### config.mk
export PLATFORM = sky130hd
export DESIGN_NAME = ps2_key_queue
export DESIGN_NICKNAME = d
export VERILOG_FILES = /design/src/rtl/ps2_key_queue.sv
export SDC_FILE = /design/constraint.sdc
export NUM_CORES = 1
export LEC_CHECK = 0
export CAP_MARGIN = 20
export CORE_MARGIN = 5
export CORE_UTILIZATION = 55
export DETAILED_ROUTE_END_ITERATION = 10
export GPL_TIMING_DRIVEN = 0
export PLACE_DENSITY = 0.72
export SLEW_MARGIN = 20
export SYNTH_ARGS = -nofsm -noshare
export SYNTH_HDL_FRONTEND = slang
export SYNTH_SLANG_ARGS = --single-unit
### constraint.sdc
create_clock -name Clock_50 -period 3.6 [get_ports Clock_50]
set_input_delay 0.72 -clock Clock_50 [delete_from_list [all_inputs] [get_ports Clock_50]]
set_output_delay 0.72 -clock Clock_50 [all_outputs]
set_load 0.03 [all_outputs]
### src/rtl/ps2_key_queue.sv
// -----------------------------------------------------------------------------
// ps2_key_queue
//
// Takes scan codes from a PS2 controller and turns them into a queue of
// printable keystrokes for a consumer.
//   - A rising edge on PS2_code_ready marks a new code. The code and its
//     make/break flag are latched, then evaluated in the following cycle.
//   - Left shift make (0x12) turns caps mode on. Right shift make (0x59) turns
//     caps mode off. Neither one is queued.
//   - A break code only re-arms the repeat filter, and only when it matches
//     the last queued code. Every other break code is ignored.
//   - Any other make code is printable and is queued as {caps, code}. With
//     REPEAT_FILTER=1, typematic repeats of the last queued key are dropped.
//   - The queue is a show-ahead FIFO. A printable key that arrives while the
//     queue is full, with no pop in the same cycle, is dropped and sets the
//     sticky Overflow flag.
//
// Parameters
//   DEPTH          queue entries, power of two in 2..64
//   REPEAT_FILTER  1 = drop typematic repeats, 0 = queue every make code
//
// Ports
//   Clock_50        in   sole clock, rising edge
//   Reset           in   synchronous, active-high
//   PS2_code        in   8-bit scan code
//   PS2_code_ready  in   level; a rising edge marks a new code
//   PS2_make_code   in   1 = make (press), 0 = break (release)
//   Key_read        in   pop strobe, one entry per asserted cycle
//   Clear_overflow  in   clears Overflow
//   Key_code        out  scan code at the queue head
//   Key_caps        out  caps attribute of the head entry
//   Key_valid       out  queue non-empty
//   Key_count       out  occupancy, 0..DEPTH
//   Shift_caps      out  current caps mode
//   Overflow        out  sticky: a printable key was dropped at full
// -----------------------------------------------------------------------------
module ps2_key_queue #(
  parameter int DEPTH         = 16,
  parameter int REPEAT_FILTER = 1
) (
  input  logic                   Clock_50,
  input  logic                   Reset,
  input  logic [7:0]             PS2_code,
  input  logic                   PS2_code_ready,
  input  logic                   PS2_make_code,
  input  logic                   Key_read,
  input  logic                   Clear_overflow,
  output logic [7:0]             Key_code,
  output logic                   Key_caps,
  output logic                   Key_valid,
  output logic [$clog2(DEPTH):0] Key_count,
  output logic                   Shift_caps,
  output logic                   Overflow
);

  localparam int AW = $clog2(DEPTH);
  localparam int CW = AW + 1;

  localparam logic [7:0] CODE_LSHIFT = 8'h12;
  localparam logic [7:0] CODE_RSHIFT = 8'h59;

  typedef enum logic {
    S_WAIT,
    S_EVAL
  } state_t;

  typedef struct packed {
    logic       caps;
    logic [7:0] code;
  } entry_t;

  state_t          state, state_n;
  logic            ready_d;
  logic            ready_edge;
  logic [7:0]      code_q;
  logic            make_q;
  logic [7:0]      last_q;
  logic [AW-1:0]   wr_ptr, rd_ptr;
  entry_t          mem [DEPTH];

  logic            is_eval;
  logic            shift_set, shift_clr;
  logic            brk_match;
  logic            push_req;
  logic            full;
  logic            do_push, do_pop;
  logic            ovf_set;

  assign ready_edge = PS2_code_ready & ~ready_d;

  // ---------------------------------------------------------------------------
  // FSM state register, edge detector and latched code
  // ---------------------------------------------------------------------------
  // NOTE: clocked state uses non-blocking assignments so every register sees
  // the pre-edge value of every other register, exactly like the hardware.
  always_ff @(posedge Clock_50) begin
    if (Reset) begin
      state   <= S_WAIT;
      ready_d <= 1'b0;
      code_q  <= 8'h00;
      make_q  <= 1'b0;
    end else begin
      state   <= state_n;
      ready_d <= PS2_code_ready;
      if (state == S_WAIT && ready_edge) begin
        code_q <= PS2_code;
        make_q <= PS2_make_code;
      end
    end
  end

  // ---------------------------------------------------------------------------
  // Next state and evaluation decode
  // ---------------------------------------------------------------------------
  // NOTE: every signal gets a default before the case so no path leaves one
  // unassigned, which would otherwise infer a latch.
  always_comb begin
    state_n   = state;
    is_eval   = 1'b0;
    shift_set = 1'b0;
    shift_clr = 1'b0;
    brk_match = 1'b0;
    push_req  = 1'b0;

    case (state)
      S_WAIT: if (ready_edge) state_n = S_EVAL;
      S_EVAL: begin
        state_n = S_WAIT;
        is_eval = 1'b1;
      end
      default: state_n = S_WAIT;
    endcase

    if (is_eval) begin
      if (!make_q) begin
        brk_match = (code_q == last_q);
      end else if (code_q == CODE_LSHIFT) begin
        shift_set = 1'b1;
      end else if (code_q == CODE_RSHIFT) begin
        shift_clr = 1'b1;
      end else begin
        // Zero in last_q means "nothing held", so a repeat needs a nonzero match.
        push_req = !((REPEAT_FILTER != 0) && (last_q != 8'h00) && (code_q == last_q));
      end
    end
  end

  // A pop frees a slot in the same cycle, so a push at full is still accepted.
  assign full    = (Key_count == CW'(DEPTH));
  assign do_pop  = Key_read && Key_valid;
  assign do_push = push_req && (!full || do_pop);
  assign ovf_set = push_req && full && !do_pop;

  // ---------------------------------------------------------------------------
  // Queue pointers, occupancy, flags and last-enqueued register
  // ---------------------------------------------------------------------------
  always_ff @(posedge Clock_50) begin
    if (Reset) begin
      wr_ptr     <= '0;
      rd_ptr     <= '0;
      Key_count  <= '0;
      Shift_caps <= 1'b0;
      Overflow   <= 1'b0;
      last_q     <= 8'h00;
    end else begin
      if (do_push) wr_ptr <= wr_ptr + AW'(1);
      if (do_pop)  rd_ptr <= rd_ptr + AW'(1);

      case ({do_push, do_pop})
        2'b10:   Key_count <= Key_count + CW'(1);
        2'b01:   Key_count <= Key_count - CW'(1);
        default: Key_count <= Key_count;
      endcase

      if (shift_set)      Shift_caps <= 1'b1;
      else if (shift_clr) Shift_caps <= 1'b0;

      // A fresh overflow wins over a clear requested in the same cycle.
      if (ovf_set)             Overflow <= 1'b1;
      else if (Clear_overflow) Overflow <= 1'b0;

      if (do_push)        last_q <= code_q;
      else if (brk_match) last_q <= 8'h00;
    end
  end

  // ---------------------------------------------------------------------------
  // Queue storage
  // ---------------------------------------------------------------------------
  // NOTE: storage has no reset. It is only read when Key_count says the entry
  // was written, so clearing it would cost logic and buy nothing.
  always_ff @(posedge Clock_50) begin
    if (!Reset && do_push) begin
      mem[wr_ptr] <= '{caps: Shift_caps, code: code_q};
    end
  end

  // Head outputs are gated by Key_valid, so uninitialised storage never leaks
  // X onto them after reset.
  assign Key_valid = (Key_count != '0);
  assign Key_code  = Key_valid ? mem[rd_ptr].code : 8'h00;
  assign Key_caps  = Key_valid ? mem[rd_ptr].caps : 1'b0;

endmodule

==> results by group, run 1 <==
Worst setup path
  – Crit path launch type: register
  – CP Data Required Time: 2.88 ns
  – Reg2Reg Depth: 12
  – CP endpoint kind: output pin
  – Reg2reg end: Key_count[4]$_SDFFE_PP0P_
  – Cell at the slowest stage of the critical path: mux4_2
  – Max Fanout on Critical Path: 10
  – Critical path's most frequent cell: mux4_2
  – R2R Setup Slk: 0.18 ns
  – CP arrival: 2.75 ns
  – Worst flop-to-flop path startpoint: code_q[1]$_SDFFE_PP0P_
  – Worst stage delay on the critical path: approximately 0.55 ns
  – CP Cell Sequence: buf_4, buf_8, mux4_2, mux4_2, and2_1, dlygate4sd2_1
  – Setup CP Type: reg2out

Timing
  – Slew headroom: 38.2%
  – Worst clock skew: 0.00862 ns
  – Fin Setup TNS: 0 ns
  – Minimum clock period: 3.47 ns
  – Hold Fails Final Rpt: 0
  – Count of endpoints failing setup in the final report: 0
  – Final setup margin: about 0.13 ns
  – Slew Limit Fails: 0
  – Worst-Margin Slew: 0.921 ns
  – Crit share post-route: 96.4%
  – Worst hold slack: 0.487 ns
  – F_max: 288 MHz

Yosys
  – Post-Synth Simple-Gate Area: under 10%
  – Synth Warn #: 0
  – Mapped Cells: roughly 430
  – Post-Syn Nets: 454
  – Syn_area_per_cell: between 15 and 20 um2
  – Yosys reg bits: approximately 180
  – Largest family of logic cells by synthesized area: multiplexers
  – Seq/Total Area, Yosys: between 60% and 70%
  – Post-synth ARST share: 0%
  – Area contributors post-synth: edfxtp_1 (58%), mux4_2 (14%), dfxtp_1 (10%)
  – Post-Synth XOR/XNOR Area: 1.98%
  – Compound-gate portion of the synthesized area: 1.52%
  – Synth area leader: edfxtp_1
  – Post-Synth Adder-Cell Area: 1.62%
  – Top FF cell, synth: edfxtp_1
  – Mux cell area share after synthesis: 16.2%
  – Netlist cell types: 42
  – EDFF count, synth: 144
  – Mapped Area: 7410 um2
  – Top cell type's share of synthesized area: 58.4%

Worst hold path
  – HP Class: reg2reg
  – Cells on Worst Hold Path: 2
  – Hold Crit Start: rd_ptr[1]$_SDFFE_PP0N_

Cells and area
  – Share of layout cells above drive strength 1: a little under a quarter
  – Multi-input logic area: 2250 um2
  – Non-Filler Instances: 672
  – Finished Core Util: 65.0%
  – Synth-to-layout area growth: 16.2%
  – Diode count: 0
  – Final #Nets: between 500 and 600
  – Fill cells: 931
  – Storage cell area: 5110 um2
  – Finished Cell Area: about 8600 um2

Pwr
  – Power per Cell Area: 642 nW/um2
  – P_leak: 2.85 nW
  – Total chip power: ~5.5 mW
  – VDD IR max: 382 uV

Die
  – Ports: 31
  – Die X: 126 um
  – Die Y: 126 um
  – Core area: 13200 um2
  – Area of the die: 15900 um2
  – Row Count: 42
  – Initial Util: 55.9%

Detailed routing
  – Via count: between 3k and 4k
  – Final ANT Viol Nets: 0
  – Routed length per instance: 22.4 um
  – Initial DRC Count: 355
  – Vias per inst: just under 6
  – Drt first pass iters: 5
  – # DRC: 0
  – WL final: 15100 um

Global routing
  – Largest net degree at the start of global routing: 24
  – First-pass GRT wire length: 23700 um
  – Initial antenna violation count: 0
  – Number of global-route vias before repair: 4089
  – Grt total ovfl: 0
  – GRT Overall Usage: between 20% and 30%

Place
  – GP Congestion: 0.811
  – Area of placed instances: 8000 um2
  – Inst Count DP: 641
  – Number of buffers added on ports: 30
  – Final HPWL DP: about 9800 um
  – Setup WS pre-CTS: -0.292 ns

Clock tree
  – Num Clock Sinks: 182
  – CTS tree: yes
  – Clk slew on worst S/H paths: 0.06 ns
  – Clock buffer count from CTS: 17
  – Skew-Pair Late Insertion Delay: ~0.43 ns
  – Post-cts hold buffer count: 0
  – Clk buf depth: 2
  – Clk root buf: clkbuf_16
  – H-Tree Depth: 4

Run status
  – Status: completed

Run
  – Max-cap violations: 0
## cell usage in the layout (no fill, tap or decap), types with 8 or more instances in the layout
cell type	instances
nor3_2	9
ha_1	8
dlygate4sd2_1	9
nand2b_1	8
nor2_1	38
edfxtp_1	144
clkdlybuf4s50_1	21
mux4_2	45
mux2i_1	10
and2_1	10
nand2_1	15
nor2b_1	8
a21oi_1	9
xnor2_1	10
clkbuf_1	8
clkbuf_16	17
dfxtp_1	29
nand3_1	10
## flip-flops by register name, indices dropped and copies added (netlist names), 4 cells and up, named ones only
name	cells
Key_count	5
wr_ptr	4
last_q	8
code_q	8
rd_ptr	4
mem	144
## power breakdown
part           leakage (nW)  internal (mW)  switching (mW)  total, mW
combinational         0.932          0.649           0.712       1.36
clock                 0.275           1.02           0.762       1.78
sequential             1.65           2.31          0.0764       2.38
total                  2.85           3.97            1.55       5.52
## cells in the mapped netlist (all sizes together), types with 6 or more instances
library cell	instances
o21ai	8
mux4	45
nand2b	8
dfxtp	38
mux2	6
xnor2	12
nand2	15
a21oi	9
ha	8
nor2	38
and2	11
edfxtp	144
nor2b	8
nor3	10
mux2i	10
clkbuf	11
nand3	11
buf	9
## worst max-delay path: cells and delay by family, from the launching register on
family        cells  cell delay [ns]
buf+inv           3             0.78
mux               2             1.05
simple gates      1             0.17
flops             1             0.31
## cells by family after synthesis
family / Yosys count
buf+inv: 25
xor+xnor: 15
flops: 182
compound gates: 21
simple gates: 118
fa+ha+maj: 9
mux: 61
## worst max path at each step
| stage | from | end | cells after the start | slack, ns |
|---|---|---|---|---|
| 3_3_place_gp | code_q[0]$_SDFFE_PP0P_ | Key_count[4]$_SDFFE_PP0P_ | 12 | -0.19 |
| 6_report | register | Key_code[4] | 6 | 0.13 |
| 3_5_place_dp | code_q[3]$_SDFFE_PP0P_ | Key_count[4]$_SDFFE_PP0P_ | 12 | -0.29 |
| 5_1_grt | register | Key_code[4] | 6 | -0.002 |
| 2_1_floorplan | code_q[3]$_SDFFE_PP0P_ | Key_count[4]$_SDFFE_PP0P_ | 12 | 0.42 |
| 4_1_cts | code_q[3]$_SDFFE_PP0P_ | Key_count[4]$_SDFFE_PP0P_ | 12 | 0.02 |
## metal layers
| metal | global-route usage, % | vias to the layer above | share of wire, % |
|---|---|---|---|
| met5 | 0 | - | 0 |
| met4 | 7.57 | 0 | 2.4 |
| met3 | 5.00 | 30 | 6.0 |
| met2 | 32.2 | 148 | 49 |
| met1 | 27.4 | 2004 | 42 |
| li1 | - | 1776 | - |
## layout make-up
| class | count | share of cell area, % |
|---|---|---|
| inverters | 5 | 0.218 |
| multi-input cells | 224 | 26.2 |
| clock inverters | 14 | 1.54 |
| well taps | 176 | 2.56 |
| repair buffers | 34 | 3.71 |
| flip-flops and latches | 182 | 59.4 |
| clock buffers | 18 | 4.99 |
| plain buffers | 19 | 1.43 |
## what timing repair did
action | in CTS | in global routing
cloned | 0 | 0
resized for setup | 29 | 7
endpoints found under the setup margin | 11 | 3
buffers inserted | 0 | 0
No activity file was read; power rests on OpenSTA's default activity.
==> inputs of run 2 (changes only) <==
--- a/config.mk
+++ b/config.mk
@@ -7,10 +7,11 @@
 export LEC_CHECK = 0
 export CAP_MARGIN = 20
 export CORE_MARGIN = 5
-export CORE_UTILIZATION = 55
+export CORE_UTILIZATION = 50
 export DETAILED_ROUTE_END_ITERATION = 10
+export DONT_BUFFER_PORTS = 1
 export GPL_TIMING_DRIVEN = 0
-export PLACE_DENSITY = 0.72
+export PLACE_DENSITY = 0.73
 export SLEW_MARGIN = 20
 export SYNTH_ARGS = -nofsm -noshare
 export SYNTH_HDL_FRONTEND = slang
==> run 2 against run 1 <==
Maximum frequency rose by 0.94%. Largest cell class unchanged. Clock power increased by 3%. Utilization decreased by 7.8 points. Die area is 9.2% higher. Global-route usage down 1.8 points. Critical endpoint is now Key_code[6]. Sequential power up 2%. Via count is 1.8% lower.
==> results by group, run 2 (synthesis gave the netlist of run 1 again) <==
Worst setup path
  – Max Fanout on Critical Path: 10 (unchanged)
  – Reg2reg end: Key_count[4]$_SDFFE_PP0P_
  – End of the critical path: Key_code[6]
  – Crit path launch type: register
  – R2R Setup Slk: 0.23 ns (+0.05 ns)
  – CP Data Required Time: 2.88 ns (about the same)
  – Worst flop-to-flop path startpoint: code_q[2]$_SDFFE_PP0P_
  – Reg2Reg Depth: 12 (unchanged)
  – Setup CP Type: reg2out
  – CP endpoint kind: output pin
  – CP arrival: 2.72 ns (-0.03 ns)

Die
  – Area of the die: 17300 um2 (+9.2%)
  – Row Count: 44 (+4.8%)
  – Core area: 14500 um2 (+9.8%)
  – Die Y: 132 um (+4.5%)
  – Ports: 31 (unchanged)
  – Initial Util: 51.0% (-5.0 points)
  – Die X: 132 um (+4.5%)

Cells and area
  – Diode count: 0 (unchanged)
  – Commonest non-fill, non-tap cells in the layout: edfxtp_1 (144), mux4_2 (45), nor2_1 (38)
  – Synth-to-layout area growth: 12.2%
  – Largest registers: mem: 144 flops, code_q: 8 flops, last_q: 8 flops
  – Max reg flops: 144 (unchanged)
  – Multi-input logic area: 2250 um2 (unchanged)
  – Fill cells: 1098 (+18%)
  – Commonest non-fill, non-tap cell in the layout: edfxtp_1
  – Largest Register: mem
  – Non-Filler Instances: 650 (-3.3%)
  – Final #Nets: 476 (-5.9%)
  – Storage cell area: 5110 um2 (about the same)
  – Finished Core Util: 57.2% (-7.8 points)
  – Share of layout cells above drive strength 1: 23.8% (+0.84 points)

Timing
  – Count of endpoints failing setup in the final report: 0 (unchanged)
  – F_max: 291 MHz (+0.94%)
  – Worst-Margin Slew: 1.04 ns (+0.115 ns)
  – Worst clock skew: 0.00988 ns (+0.00126 ns)
  – Crit share post-route: 95.5% (-0.90 points)
  – Slew headroom: 30.7% (-7.6 points)
  – Minimum clock period: 3.44 ns (-0.0322 ns)
  – Slew Limit Fails: 0 (unchanged)
  – Hold Fails Final Rpt: 0 (unchanged)
  – RSZ-0062 raised after global routing: false
  – Final setup margin: 0.162 ns (+0.0322 ns)

Global routing
  – Grt total ovfl: 0 (unchanged)
  – Number of global-route vias before repair: 3984 (-2.6%)
  – GRT Overall Usage: 18.5% (-1.8 points)
  – Initial antenna violation count: 0 (unchanged)
  – Largest net degree at the start of global routing: 24 (unchanged)
  – First-pass GRT wire length: 23900 um (+1.1%)

Clock tree
  – Clock buffer count from CTS: 17 (unchanged)
  – Num Clock Sinks: 182 (unchanged)
  – Post-cts hold buffer count: 0 (unchanged)
  – Clk root buf: clkbuf_16
  – Clk slew on worst S/H paths: 0.07 ns (about the same)
  – Post-CTS Setup Inserts: 0 (unchanged)
  – Skew-Pair Late Insertion Delay: 0.43 ns (about the same)
  – CTS tree: yes
  – H-Tree Depth: 4 (unchanged)
  – Clk buf depth: 2 (unchanged)

Pwr
  – VDD IR max: 440 uV (+15%)
  – Power per Cell Area: 649 nW/um2 (+1.1%)
  – P_leak: 2.70 nW (-5.5%)

Place
  – GP Congestion: 0.770 (-5.1%)
  – Final HPWL DP: 9700 um (-0.97%)
  – Inst Count DP: 619 (-3.4%)
  – Number of buffers added on ports: 0 (-100%)
  – Setup WS pre-CTS: -0.208 ns (+0.0845 ns)

Worst hold path
  – Cells on Worst Hold Path: 1 (-1)
  – HP Class: in2reg

Run status
  – Status: completed

Detailed routing
  – Final ANT Viol Nets: 0 (unchanged)
  – Via count: 3885 (-1.8%)
  – Initial DRC Count: 442 (+25%)
  – Drt first pass iters: 5 (unchanged)
  – WL final: 15400 um (+2.1%)
  – Routed length per instance: 23.7 um (+5.5%)
  – # DRC: 0 (unchanged)
  – Vias per inst: 5.98 (+1.5%)

Run
  – Max-cap violations: 0 (unchanged)
[run 2: cell types whose count changed in the layout (fill, tap and decap cells not counted), moves of 2 or more]
cell             change
clkdlybuf4s50_1     -21
dlygate4sd2_1        -9
clkbuf_1             +4
inv_6                -3
buf_4                +2
buf_8                -2
clkinv_1             -2
clkinvlp_4           +2
[run 2: layout make-up]
| class | instances | share of cell area (%) |
|---|---|---|
| clock inverter | 10 | 1.57 |
| multi-input combinational | 224 | 27.1 |
| buffer | 19 | 1.19 |
| clock buffer | 22 | 5.34 |
| inverter | 5 | 0.226 |
| tap | 184 | 2.77 |
| sequential | 182 | 61.5 |
| timing repair buffer | 4 | 0.361 |
[run 2: power breakdown]
part	switching, mW	internal, mW
Combinational	0.647	0.500
Clock	0.744	1.08
Sequential	0.111	2.31
[run 2: routing by layer]
layer,global-route usage (%),wire [um]
met5,0,0
met1,23.9,6320
met4,6.29,232
met3,4.78,914
met2,30.5,7920
[run 2: worst min-delay path by stage]
stage | start | to | slack (ns)
after floorplan | last_q[6]$_SDFFE_PP0P_ | last_q[6]$_SDFFE_PP0P_ | 0.46
after global placement | last_q[6]$_SDFFE_PP0P_ | last_q[6]$_SDFFE_PP0P_ | 0.47
after detailed placement | last_q[5]$_SDFFE_PP0P_ | last_q[5]$_SDFFE_PP0P_ | 0.49
after CTS | PS2_code_ready | ready_d$_SDFF_PP0_ | 0.39
after global routing | PS2_code_ready | ready_d$_SDFF_PP0_ | 0.42
final | PS2_code_ready | ready_d$_SDFF_PP0_ | 0.41
[run 2: critical path: stages, from the launching register on]
cell and delay, ns:
dfxtp_1 0.30, buf_2 0.28, buf_4 0.32, mux4_2 0.58, mux4_2 0.51, and2_1 0.28
[run 2: what timing repair did]
item,4_1_cts,5_1_grt
cloned,0,0
setup endpoints to repair,11,10
resized for setup,11,10
endpoints found under the hold margin,0,0
[run 2: metrics by stage]
stage               hold slack, ns  total power [mW]  cell area (um2)  setup TNS [ns]
floorplan                    0.458              3.36             7410               0
global placement             0.472              3.59             7640          -0.118
detailed placement           0.488              3.61             7710          -0.208
CTS                          0.394              5.43             8300               0
global route                 0.425              5.60             8310               0
finish                       0.410              5.39             8310               0
